==> src/rtl/dmem_arbiter.sv <==
// dmem_arbiter: shares one data-memory port between scalar single-beat accesses and locked vector bursts,
// with vector starvation protection and routing of read returns to the requester that issued them.
module dmem_arbiter #(
    parameter int AW           = 32,
    parameter int DW           = 32,
    parameter int STARVE_LIMIT = 4,
    parameter int CW           = 3
) (
    input  logic          clk,
    input  logic          rst,
    input  logic          i_s_req,
    input  logic          i_s_we,
    input  logic [AW-1:0] i_s_addr,
    input  logic [DW-1:0] i_s_wdata,
    output logic          o_s_gnt,
    output logic          o_s_stall,
    output logic          o_s_rvalid,
    input  logic          i_v_req,
    input  logic          i_v_we,
    input  logic [AW-1:0] i_v_addr,
    input  logic [DW-1:0] i_v_wdata,
    input  logic          i_v_last,
    output logic          o_v_gnt,
    output logic          o_v_rvalid,
    output logic [DW-1:0] o_rdata,
    output logic          o_busy,
    output logic          o_mem_en,
    output logic          o_mem_we,
    output logic [AW-1:0] o_mem_addr,
    output logic [DW-1:0] o_mem_wdata,
    input  logic          i_mem_ready,
    input  logic [DW-1:0] i_mem_rdata
);
    typedef enum logic {IDLE, VLOCK} state_t;
    localparam logic [CW-1:0] LIM = CW'(STARVE_LIMIT);

    state_t        state_q, state_d;
    logic [CW-1:0] starve_q, starve_d;
    logic          rd_pend_q, rd_pend_d;
    logic          rd_owner_q, rd_owner_d;
    logic          v_sel, s_sel, accept;

    always_ff @(posedge clk or negedge rst) begin
        if (!rst) begin
            state_q    <= IDLE;
            starve_q   <= '0;
            rd_pend_q  <= 1'b0;
            rd_owner_q <= 1'b0;
        end else begin
            state_q    <= state_d;
            starve_q   <= starve_d;
            rd_pend_q  <= rd_pend_d;
            rd_owner_q <= rd_owner_d;
        end
    end

    always_comb begin
        // once locked, scalar is shut out until the burst's last beat is accepted
        v_sel       = (state_q == VLOCK) ? i_v_req : i_v_req && (!i_s_req || starve_q == LIM);
        s_sel       = (state_q == IDLE) && !v_sel && i_s_req;
        o_mem_en    = v_sel || s_sel;
        o_mem_we    = v_sel ? i_v_we : s_sel ? i_s_we : 1'b0;
        o_mem_addr  = v_sel ? i_v_addr : s_sel ? i_s_addr : '0;
        o_mem_wdata = v_sel ? i_v_wdata : s_sel ? i_s_wdata : '0;
        accept      = o_mem_en && i_mem_ready;
        o_v_gnt     = v_sel && i_mem_ready;
        o_s_gnt     = s_sel && i_mem_ready;
        o_s_stall   = i_s_req && !o_s_gnt;
        state_d     = (state_q == IDLE) ? ((o_v_gnt && !i_v_last) ? VLOCK : IDLE)
                                        : ((o_v_gnt && i_v_last) ? IDLE : VLOCK);
        starve_d    = o_v_gnt ? '0
                    : ((state_q == IDLE) && i_v_req && starve_q != LIM) ? starve_q + CW'(1)
                    : starve_q;
        rd_pend_d   = accept && !o_mem_we;
        rd_owner_d  = rd_pend_d ? v_sel : rd_owner_q;
        o_s_rvalid  = rd_pend_q && !rd_owner_q;
        o_v_rvalid  = rd_pend_q && rd_owner_q;
        o_busy      = state_q == VLOCK;
        o_rdata     = i_mem_rdata;
    end
endmodule

==> config.mk <==
export PLATFORM = sky130hd
export DESIGN_NAME = dmem_arbiter
export DESIGN_NICKNAME = d
export VERILOG_FILES = /design/src/rtl/dmem_arbiter.sv
export SDC_FILE = /design/constraint.sdc
export NUM_CORES = 1
export LEC_CHECK = 0
export CAP_MARGIN = 40
export CORE_AREA = 5 5 103 105
export CTS_CLUSTER_SIZE = 40
export DETAILED_ROUTE_END_ITERATION = 7
export DIE_AREA = 0 0 108 110
export PLACE_DENSITY = 0.67
export SYNTH_ARGS = -nofsm -noshare
export SYNTH_HDL_FRONTEND = slang
export SYNTH_SLANG_ARGS = --single-unit
==> constraint.sdc <==
create_clock -name clk -period 1.5 [get_ports clk]
set_input_delay 0.15 -clock clk [delete_from_list [all_inputs] [get_ports clk]]
set_output_delay 0.15 -clock clk [all_outputs]
set_load 0.01 [all_outputs]
== Word-level counts from Yosys, hierarchy flattened ==
Cells that the tools add are included.
Word-level totals
  register bits after elaboration: 6
  input port bits: 168
  output and inout port bits: 104
  word-level logic and storage cells: 43
Cells by class
  equal/unequal tests: 2
  add/subtract/negate cells: 1
  reduce and logical (&&, ||, !) cells: 23
  bitwise operators: 1
  muxes and demuxes: 12
Operator list (count)
  two-way mux 32 bit: 4
  logical AND 1 bit: 14
  logical NOT 1 bit: 6
  two-way mux 1 bit: 6
  two-way mux 3 bit: 2
  adder 3 x 1 -> 3 bit (second input constant): 1
  == test 3 bit (second input constant): 1
  != test 3 bit (second input constant): 1
  logical OR 1 bit: 2
  nonzero test 2 bit: 1
  inverter 1 bit: 1

== Depth between registers and ports, before layout ==
Gate-level depths: netlist of run 1.
  depth after elaboration: 11
  mapped depth: 8
  mapped depth without buffers: 6

== Worst setup path after synthesis of run 1 ==
Ideal clock, no wire load.
  path kind: register -> output
  start: register starve_q[0]
  end: output o_mem_wdata[11]
  data arrival time: 1.357 ns
  data required time: 1.350 ns
  cell stages (with the launch flop): 8
  path slack: -0.007 ns
  buffers on the path: 2
  path through: dfrtp_1 inv_1 ha_1 nand2_1 a21boi_4 buf_6 buf_6 a22o_1
On the way
  word-level cells in the longest chain between the ends: 9
Ends and longest elaborated chain
  start, declared: line 38  | logic [CW-1:0] starve_q, starve_d;
  start signal, assigned: line 51  | starve_q <= starve_d;
  == test 3 bit (*): line 59  | v_sel = (state_q == VLOCK) ? i_v_req : i_v_req && (!i_s_req || starve_q == LIM);
  logical OR 1 bit (*): line 59
  logical AND 1 bit (*): line 59
  two-way mux 1 bit (*): line 59
  logical NOT 1 bit: line 60  | s_sel = (state_q == IDLE) && !v_sel && i_s_req;
  logical AND 1 bit (2 in a row): line 60
  two-way mux 32 bit: line 64  | o_mem_wdata = v_sel ? i_v_wdata : s_sel ? i_s_wdata : '0;
  two-way mux 32 bit (*): line 64
  end, declared: line 30  | output logic [DW-1:0] o_mem_wdata,
Mark *: on every way between the ends. The rest lies on a longest branch, timed or not.

== Worst setup path after layout of run 1 ==
  start: register starve_q[0]
  end: output o_mem_wdata[5]
The elaborated chain is that of the path after synthesis.

==> impl_metrics.csv, run 1 <==
group,metric,value,unit
power,ir_drop,0.5685,mV
floorplan,ios,272,
global_routing,overflow,0,
setup_path,path_max_fanout,9,
sta,setup_viol,72,
sta,fin_ws,-0.4169,ns
layout,nFillCells,978,
logic_synthesis,yosysWarnings,0,
logic_synthesis,ys_ff_latch,6,
floorplan,core,0.009549,mm^2
detailed_routing,drtAntennaViolNets,0,
clock_network,cts.sink_count,6,
floorplan,rows,36,
clock_network,numCtsBuffers,3,
logic_synthesis,yosys.area.top_type_share,41.99,%
logic_synthesis,yosys.area.top_type,"a22o_1",
logic_synthesis,netlist-cell-type-count,26,
clock_network,root_buffer,"clkbuf_8",
job,cap_violations,0,
sta,tightest_slew,0.2823,ns
place,hpwl,6402,um
setup_path,crit_type,"reg2out",
setup_path,arrival,1.77,ns
sta,slew_headroom,81.12,%
power,p_per_area,669.8,mW/mm^2
logic_synthesis,synth_area,0.001335,mm^2
sta,post-route-period-util,127.8,%
setup_path,end_kind,"output pin",
layout,fin_area,0.003561,mm^2
place,dp.cells,461,
floorplan,chipWidth,108,um
layout,drive_gt1_share,34.94,%
floorplan,start_util,13.98,%
clock_network,clk_path_buf_depth,2,
floorplan,dieArea,0.01188,mm^2
setup_path,start_kind,"flip-flop",
global_routing,gr-usage-all-layers,12.25,%
detailed_routing,vias,1987,
global_routing,grt_antenna_before_repair,0,
global_routing,grt_pass1_vias,2021,
logic_synthesis,postSynthCellCount,150,
sta,layout_min_cycle_time,1.917,ns
sta,max_freq,521.7,MHz
logic_synthesis,syn_avg_cell_area,8.900,um^2
place,io_buffer_count,207,
detailed_routing,routed_wl,8563,um
detailed_routing,wl_per_cell,17.66,um
layout,finalNetCount,524,
sta,hold_ws,0.1710,ns
sta,fin_skew,0.003622,ns
place,dpl_cell_area,0.003405,mm^2
clock_network,insertion_delay,0.22,ns
global_routing,grt_max_degree,19,
layout,n_antenna_cell,0,
clock_network,holdBufCountCts,0,
worst_hold_path,min_path_type,"in2async",
status,violations,"setup timing",
status,outcome,"finished, violations left",
clock_network,htree_num_levels,1,
clock_network,path_clk_slew,0.04,ns
floorplan,fp.dieH,110,um
detailed_routing,via_per_inst,4.097,
layout,instances_no_fill,485,
power,leakagePower,1.606,nW
logic_synthesis,syn_nets,320,
logic_synthesis,synth_seq_area_share,11.25,%
sta,drv_slew,0,
sta,hold_viol_final,0,
detailed_routing,drcViolationCount,0,
logic_synthesis,synthTopCellsByArea,"a22o_1, buf_4, dfrtp_1, buf_6, buf_2",
sta,rsz0062_at_grt,"true",
global_routing,grt_pass1_wl,11360,um
detailed_routing,drt_iter0_markers,101,
setup_path,critPathRequiredTime,1.35,ns
place,gp_congestion,0.7173,
layout,area_growth,166.7,%
detailed_routing,drt_pre_antenna_iters,4,
clock_network,cts_tree,"done",
## per-layer routing
layer / track usage [%] / vias to the layer above / wire length, um
met5: 0 / - / 0
li1: - / 964 / -
met2: 22.02 / 92 / 4473
met1: 14.52 / 909 / 3243
met3: 2.504 / 22 / 664
met4: 4.148 / 0 / 181
## synthesized netlist by cell type, drive strengths merged
cell / count
nand2b: 2
mux2i: 1
xor2: 1
and2: 3
buf: 47
xnor2: 1
nand3b: 2
dfrtp: 6
o21ai: 1
o22a: 1
o221ai: 1
inv: 2
nand4b: 1
nor2b: 3
nor2: 5
ha: 2
a22o: 64
nand2: 2
a21boi: 1
a21oi: 3
and3: 1
## cell families (layout without fill, tap and decap cells)
kind of cell	after synthesis	in the layout	share of synthesized area (%)
simple gates	19	19	8.529
mux	1	1	0.7498
flops	6	6	11.25
xor+xnor	2	2	1.312
fa+ha+maj	2	2	1.874
buf+inv	49	251	29.52
compound gates	71	71	46.77
## worst paths after layout
| path | from | end | slack (ns) | cells after the start |
|---|---|---|---|---|
| max in group asynchronous | rst | rd_pend_q | 1.11 | 1 |
| setup / recovery | starve_q[0] | o_mem_wdata[5] | -0.42 | 9 |
| hold / removal | rst | starve_q[1] | 0.17 | 1 |
| min in group clk | i_mem_rdata[19] | o_rdata[19] | 0.30 | 0 |
| setup reg to reg | starve_q[0] | starve_q[0] | -0.12 | 10 |
| hold reg to reg | rd_owner_q | rd_owner_q | 0.51 | 1 |
## where the power goes
part           switching [W]  internal, W
clock network      0.0000719     0.000173
registers          0.0000329     0.000207
logic               0.000741      0.00116
total               0.000845      0.00154
## cell usage in the layout (no fill, tap or decap), types with 2 or more instances in the layout
cell             synthesis  routed
buf_2                    5      63
nor2b_1                  2       2
clkdlybuf4s50_1          0     136
buf_4                   32      15
dlygate4sd2_1            0       3
dfrtp_1                  6       6
inv_2                    0       2
buf_6                    9      10
a21oi_2                  2       2
and2_1                   3       2
clkbuf_16                0       4
nand3b_1                 2       2
a22o_1                  64      63
nand2b_1                 2       2
buf_16                   0       4
clkbuf_8                 0       3
nor2_1                   5       4
buf_8                    0       2
buf_12                   1       9
## worst max-delay path, stage by stage, from the launching register on
cell and delay, ns:
dfrtp_1 0.38, inv_2 0.08, ha_4 0.14, and3_4 0.20
nor2_4 0.04, buf_6 0.12, buf_12 0.14, buf_12 0.12
a22o_1 0.18, buf_2 0.14
## final cells by class
class / instances / area [um^2] / area share, %
clock buffer: 3 / 41.29 / 1.160
inverter: 2 / 7.507 / 0.2108
timing repair buffer: 246 / 2349 / 65.95
multi-input combinational: 95 / 847.1 / 23.79
tap: 133 / 166.4 / 4.673
sequential: 6 / 150.1 / 4.216
## through the flow
stage               total power [W]  setup slack (ns)  util, %  TNS (ns)
finish                     0.002385           -0.4169    37.29    -23.30
global route               0.002542           -0.4864    37.29    -28.39
CTS                        0.002336           -0.4089    36.15    -23.93
detailed placement         0.002012           -0.7019    35.65    -43.88
global placement           0.001989           -0.6891    35.65    -41.22
floorplan                  0.001029          0.004198        -         0
## what timing repair did
action / in CTS / in global routing
gates resized for setup: 301 / 7
setup buffers: 10 / 3
endpoints found under the setup margin: 75 / 73
gates cloned: 6 / 4
pin swaps: 8 / 6
No activity file was read; power rests on OpenSTA's default activity.
==> run 2: changes to the inputs <==
Settings changed: CTS_CLUSTER_SIZE 40 to 24.
==> results of run 2 <==
Final layout, timing and power as in run 1 (identical DEF).
